File: src/rtl/seq_adder_pkg.sv
// Shared definitions for the sequential chunk adder.
//   state_t    : controller states (IDLE, BUSY, DONE)
//   calc_n     : number of chunk passes for a given WIDTH/CHUNK
//   cnt_width  : chunk counter width, never less than one bit
package seq_adder_pkg;

  typedef enum logic [1:0] {
    IDLE,
    BUSY,
    DONE
  } state_t;

  function automatic int calc_n(input int width, input int chunk);
    return width / chunk;
  endfunction

  function automatic int cnt_width(input int n);
    return (n <= 1) ? 1 : $clog2(n);
  endfunction

endpackage

File: src/rtl/seq_chunk_adder_chunk_fa.sv
// Combinational CHUNK-bit adder shared across all passes of seq_chunk_adder.
//   a_c, b_c  : operand slices
//   ci        : carry in
//   s_c       : slice sum
//   co        : carry out of the top bit
//   c_msb_in  : carry into the top bit (overflow detection)
module chunk_fa #(
  parameter int CHUNK = 4
) (
  input  logic [CHUNK-1:0] a_c,
  input  logic [CHUNK-1:0] b_c,
  input  logic             ci,
  output logic [CHUNK-1:0] s_c,
  output logic             co,
  output logic             c_msb_in
);

  always_comb begin
    {co, s_c} = {1'b0, a_c} + {1'b0, b_c} + {{CHUNK{1'b0}}, ci};
    // Top sum bit is a^b^cin for that position, so the carry into it falls out.
    c_msb_in  = a_c[CHUNK-1] ^ b_c[CHUNK-1] ^ s_c[CHUNK-1];
  end

endmodule

File: src/rtl/seq_chunk_adder.sv
// Multi-cycle adder: {carry, sum} = a + b_eff + c_eff, one CHUNK-bit slice per
// clock, LSB slice first, between valid/ready producer and consumer.
//   clk, rst_n            : clock, synchronous active-low reset
//   in_valid, in_ready    : operand handshake
//   a, b, cin, sub        : operands, carry-in, subtract request
//   out_valid, out_ready  : result handshake
//   sum, carry, overflow  : result, MSB carry-out, signed overflow
// Optional feature: define SEQ_ADDER_SUB_EN to honour sub (b_eff = ~b,
// c_eff = ~cin); otherwise sub is ignored and the block is add-only.
module seq_chunk_adder
  import seq_adder_pkg::*;
#(
  parameter int WIDTH = 32,
  parameter int CHUNK = 4
) (
  input  logic             clk,
  input  logic             rst_n,
  input  logic             in_valid,
  output logic             in_ready,
  input  logic [WIDTH-1:0] a,
  input  logic [WIDTH-1:0] b,
  input  logic             cin,
  input  logic             sub,
  output logic             out_valid,
  input  logic             out_ready,
  output logic [WIDTH-1:0] sum,
  output logic             carry,
  output logic             overflow
);

  localparam int N  = calc_n(WIDTH, CHUNK);
  localparam int CW = cnt_width(N);
  localparam logic [CW-1:0] LAST = CW'(N - 1);

  state_t           state, state_nx;
  logic             rdy_q;
  logic [WIDTH-1:0] a_q, b_q, sum_q;
  logic             carry_q, ovf_q;
  logic [CW-1:0]    cnt;
  logic [WIDTH-1:0] b_eff;
  logic             c_eff;
  logic             accept, last;
  int               base;
  logic [CHUNK-1:0] s_c;
  logic             co, c_msb_in;

`ifdef SEQ_ADDER_SUB_EN
  assign b_eff = sub ? ~b : b;
  assign c_eff = sub ? ~cin : cin;
`else
  logic unused_sub;
  assign unused_sub = sub;
  assign b_eff      = b;
  assign c_eff      = cin;
`endif

  // rdy_q keeps in_ready low through reset and for the reset edge itself,
  // while still decoding purely from registers.
  assign in_ready  = (state == IDLE) && rdy_q;
  assign out_valid = (state == DONE);
  assign sum       = sum_q;
  assign carry     = carry_q;
  assign overflow  = ovf_q;

  assign accept = in_valid && in_ready;
  assign last   = (cnt == LAST);
  assign base   = int'(cnt) * CHUNK;

  chunk_fa #(.CHUNK(CHUNK)) u_fa (
    .a_c      (a_q[base +: CHUNK]),
    .b_c      (b_q[base +: CHUNK]),
    .ci       (carry_q),
    .s_c      (s_c),
    .co       (co),
    .c_msb_in (c_msb_in)
  );

  always_comb begin
    state_nx = state;
    case (state)
      IDLE:    if (accept) state_nx = BUSY;
      BUSY:    if (last) state_nx = DONE;
      DONE:    if (out_ready) state_nx = IDLE;
      default: state_nx = IDLE;
    endcase
  end

  always_ff @(posedge clk) begin
    if (!rst_n) begin
      state   <= IDLE;
      rdy_q   <= 1'b0;
      a_q     <= '0;
      b_q     <= '0;
      sum_q   <= '0;
      carry_q <= 1'b0;
      ovf_q   <= 1'b0;
      cnt     <= '0;
    end else begin
      state <= state_nx;
      rdy_q <= 1'b1;
      case (state)
        IDLE: begin
          if (accept) begin
            a_q     <= a;
            b_q     <= b_eff;
            // carry register is preloaded with c_eff so chunk 0 needs no mux
            carry_q <= c_eff;
            sum_q   <= '0;
            ovf_q   <= 1'b0;
            cnt     <= '0;
          end
        end
        BUSY: begin
          sum_q[base +: CHUNK] <= s_c;
          carry_q              <= co;
          cnt                  <= cnt + 1'b1;
          if (last) ovf_q <= c_msb_in ^ co;
        end
        default: ;
      endcase
    end
  end

endmodule

File: config.mk
export PLATFORM = sky130hd
export DESIGN_NAME = seq_chunk_adder
export DESIGN_NICKNAME = d
export VERILOG_FILES = /design/src/rtl/seq_adder_pkg.sv /design/src/rtl/seq_chunk_adder_chunk_fa.sv /design/src/rtl/seq_chunk_adder.sv
export SDC_FILE = /design/constraint.sdc
export NUM_CORES = 1
export LEC_CHECK = 0
export BUFFER_PORTS_ARGS = -buffer_cell sky130_fd_sc_hd__buf_2
export CAP_MARGIN = 20
export CORE_MARGIN = 2
export CORE_UTILIZATION = 40
export CTS_CLUSTER_SIZE = 14
export DETAILED_ROUTE_END_ITERATION = 7
export RECOVER_POWER = 100
export SKIP_LAST_GASP = 1
export SLEW_MARGIN = 10
export SYNTH_ARGS = -nofsm -noshare
export SYNTH_HDL_FRONTEND = slang
export SYNTH_HIERARCHICAL = 1
export SYNTH_SLANG_ARGS = --single-unit
File: constraint.sdc
create_clock -name clk -period 2.5 [get_ports clk]
set_input_delay 0.5 -clock clk [delete_from_list [all_inputs] [get_ports clk]]
set_output_delay 0.5 -clock clk [all_outputs]
set_load 0.1 [all_outputs]
==> results.md <==
- Top_reg_cell synth: dfxtp_1
- Synth Area per Inst: 8.99 µm²
- Synthesized flop and latch total: 104
- Cells after Synth: 530
- Antenna diode count: 0
- Status: finished, violations left
- Detailed Routing Iterations Pass 1: 6
- Gpl congestion: 0.873
- H-tree depth: 3
- Top cells by area, synth: dfxtp_1 (44%), nand2_1 (11%), a21boi_0 (5.8%)
- TritonCTS Buffers: 9
- IO buf count: 104
- Tcrit/Tclk final: 1.04
- Hold Crit Endpoint: a_q[26]
- Post-synthesis async set-or-reset flop share: 0
- WL per Instance: 14.8 µm
- Combinational share of power: 0.157
- Pwr/cell area: 625 nW/µm²
- Endpoints failing setup: 11
- Initial antenna violation count: 0
- Worst reg2reg path depth: 12
- Synthesized area: 4760 µm²
- I/O Pins: 106
- Worst Min Path Start: a[26]
- DR vias: 4095
- Core Region: 11500 µm²
- DRT Wirelength: 11700 µm
- Clock power frac: 0.380
- Util after Layout: 0.524
- Synth area leader: dfxtp_1
- CTS max path bufs: 2
- Worst flop-to-flop path startpoint: cnt[0]
- ANT nets after route: 0
- Worst r2r dst: sum[7]
- Chip Width: 113 µm
- Clock Latency Late Sink: 0.34 ns
- Sw Share: 0.264
- Crit path required time: 2.73 ns
- DRC errors left: 9
- Total GRT Usage: 0.181
- Crit. End Element: register
- Crit path DAT: 2.83 ns
- Reg2reg setup slack: -0.1 ns
- Layout cells sized above 1: 0.267
- DP Worst Slack: -0.220 ns
- Measured slew at the worst slew-check pin: 1.19 ns
- Vias per Instance: 5.16
- Failing checks: design-rule violations, negative setup slack
- Clk root buf: clkbuf_16
- Clock Sink Count: 104
- Setup crit start kind: register
- HP Class: primary input to register
- Area delta synth->final: 26.8%
- Synth warn: 6
- Fin crit period: 2.60 ns
- Worst-path fanout max: 4
- Fmax: 385 MHz
- Max IR drop VDD: 0.404 mV
- CTS tree: yes
- WS Path Type: register to register
- Rel. slew slack: 0.207
- Std cell rows: 39
- Worst clock skew: 0.00699 ns
- Internal Power: 2.78 mW
- Lkg Pwr: 2.27 nW
- NumNets Final: 728
- Largest net degree at the start of global routing: 63
- Synth cell types: 44
- Sequential share of power: 0.463
- NetSw: 0.995 mW
- Gr ovfl total: 0
- Vias in the first global route: 3950
- Final hold vios: 0
- Clock transition at path regs: 0.07 ns
- Die Area: 12800 µm²
- 1st-iter DRT viols: 173
- Total power: 3.77 mW
- Max Cap Viol: 0
- First-pass GRT wire length: 18900 µm
- RSZ-0062 raised after global routing: true
- Net Count, Synth: 612
- Number of synthesized flops with an enable pin: 0
- Setup ws final: -0.0964 ns
- Starting Density: 0.414
- Synth top area share: 0.437
- Die Y: 113 µm
- Seq/Total Area, Yosys: 0.437
- Setup TNS: -0.574 ns
- Placed wire-length estimate: 8450 µm
- Slew Limit Fails: 0
- Cells on Worst Hold Path: 3
[worst max path at each step]
stage                     startpoint       end
after floorplan               cnt[0]   sum[25]
after global placement        cnt[0]   sum[25]
after detailed placement      cnt[0]   sum[25]
after CTS                     cnt[0]   sum[25]
after global routing          cnt[0]  overflow
final                         cnt[0]    sum[7]
[state kept, by name, indices dropped and copies added, names as in the netlist]
name	cells
a_q	32
overflow	1
sum	32
state	2
b_q	32
carry	1
rdy_q	1
cnt	3
[cell usage after synthesis, drive strengths merged (3+ instances only)]
master / instances
nand2: 138
dfxtp: 104
a21boi: 67
inv: 27
mux2i: 24
buf: 20
nand3: 17
clkbuf: 16
o22ai: 16
nor2: 12
ha: 10
a221oi: 8
mux4: 8
nand2b: 6
and2: 5
nor2b: 5
o311ai: 5
a32o: 4
nor3: 4
o32ai: 4
a21oi: 3
nand4: 3
nand4b: 3
nor3b: 3
o21ai: 3
[area by class of cell]
type | instances | area, µm²
timing repair buffer | 141 | 788
inverter | 28 | 109
multi-input combinational | 362 | 2560
sequential | 104 | 2090
clock buffer | 10 | 239
fill | 1091 | 5480
tap | 143 | 179
clock inverter | 6 | 68.8
[cell usage in the layout, fill, tap and decap left out, types with 6 or more instances in the layout]
cell type / instances
nand2_1: 135
dfxtp_1: 102
buf_2: 68
a21boi_0: 62
clkbuf_1: 35
buf_4: 27
mux2i_1: 24
inv_1: 24
nand3_1: 14
o22ai_1: 12
ha_1: 9
clkbuf_16: 9
mux4_2: 8
buf_6: 7
nor2_1: 6
nand2b_1: 6
[timing repair]
| action | 4_1_cts | 5_1_grt |
|---|---|---|
| gates cloned | 0 | 0 |
| setup buffers | 2 | 5 |
| hold buffers | 0 | 0 |
| gates resized for setup | 21 | 20 |
| pin swaps | 10 | 10 |
| endpoints found under the setup margin | 25 | 27 |
[per-layer routing]
metal | global-route usage | wire [µm] | vias to the layer above
met5 | 0 | 0 | -
met4 | 0.0488 | 174 | 0
met3 | 0.0370 | 538 | 16
met2 | 0.301 | 5450 | 92
met1 | 0.242 | 5550 | 1928
li1 | - | - | 2059
[logic make-up after synthesis]
group,Yosys count,synth area share
and+or+nand+nor,204,0.193
AOI/OAI and AO/OA,111,0.182
DFF,104,0.437
buffers and inverters,64,0.0596
muxes,32,0.0883
adders and majority gates,12,0.0347
xor gates and xnor gates,3,0.00552
[metrics by stage]
stage                     std cells  hold WS (ns)  area, µm²
after detailed placement        771         0.445       5580
after CTS                       789         0.390       5970
after global placement          771         0.438       5580
after global routing            794         0.396       6040
after floorplan                 530         0.432       4800
final                           794         0.392       6040
[power groups by stage]
stage               registers [mW]  logic, mW  clock network, mW
floorplan                     1.81      0.322                  0
global placement              1.78      0.535                  0
detailed placement            1.79      0.543                  0
CTS                           1.75      0.571               1.46
global route                  1.75      0.650               1.52
finish                        1.75      0.594               1.43
[worst max-delay path, cell delays in order, from the launching register on]
cell and delay, ns:
dfxtp_4 0.37, buf_6 0.12, mux4_2 0.49, nor2_2 0.13, a221oi_2 0.06, fa_2 0.39
buf_4 0.14, nand3_2 0.06, nand2_2 0.08, xor2_2 0.16, buf_4 0.14, and2_1 0.13
a32o_1 0.20
(Power assumes the default switching activity.)
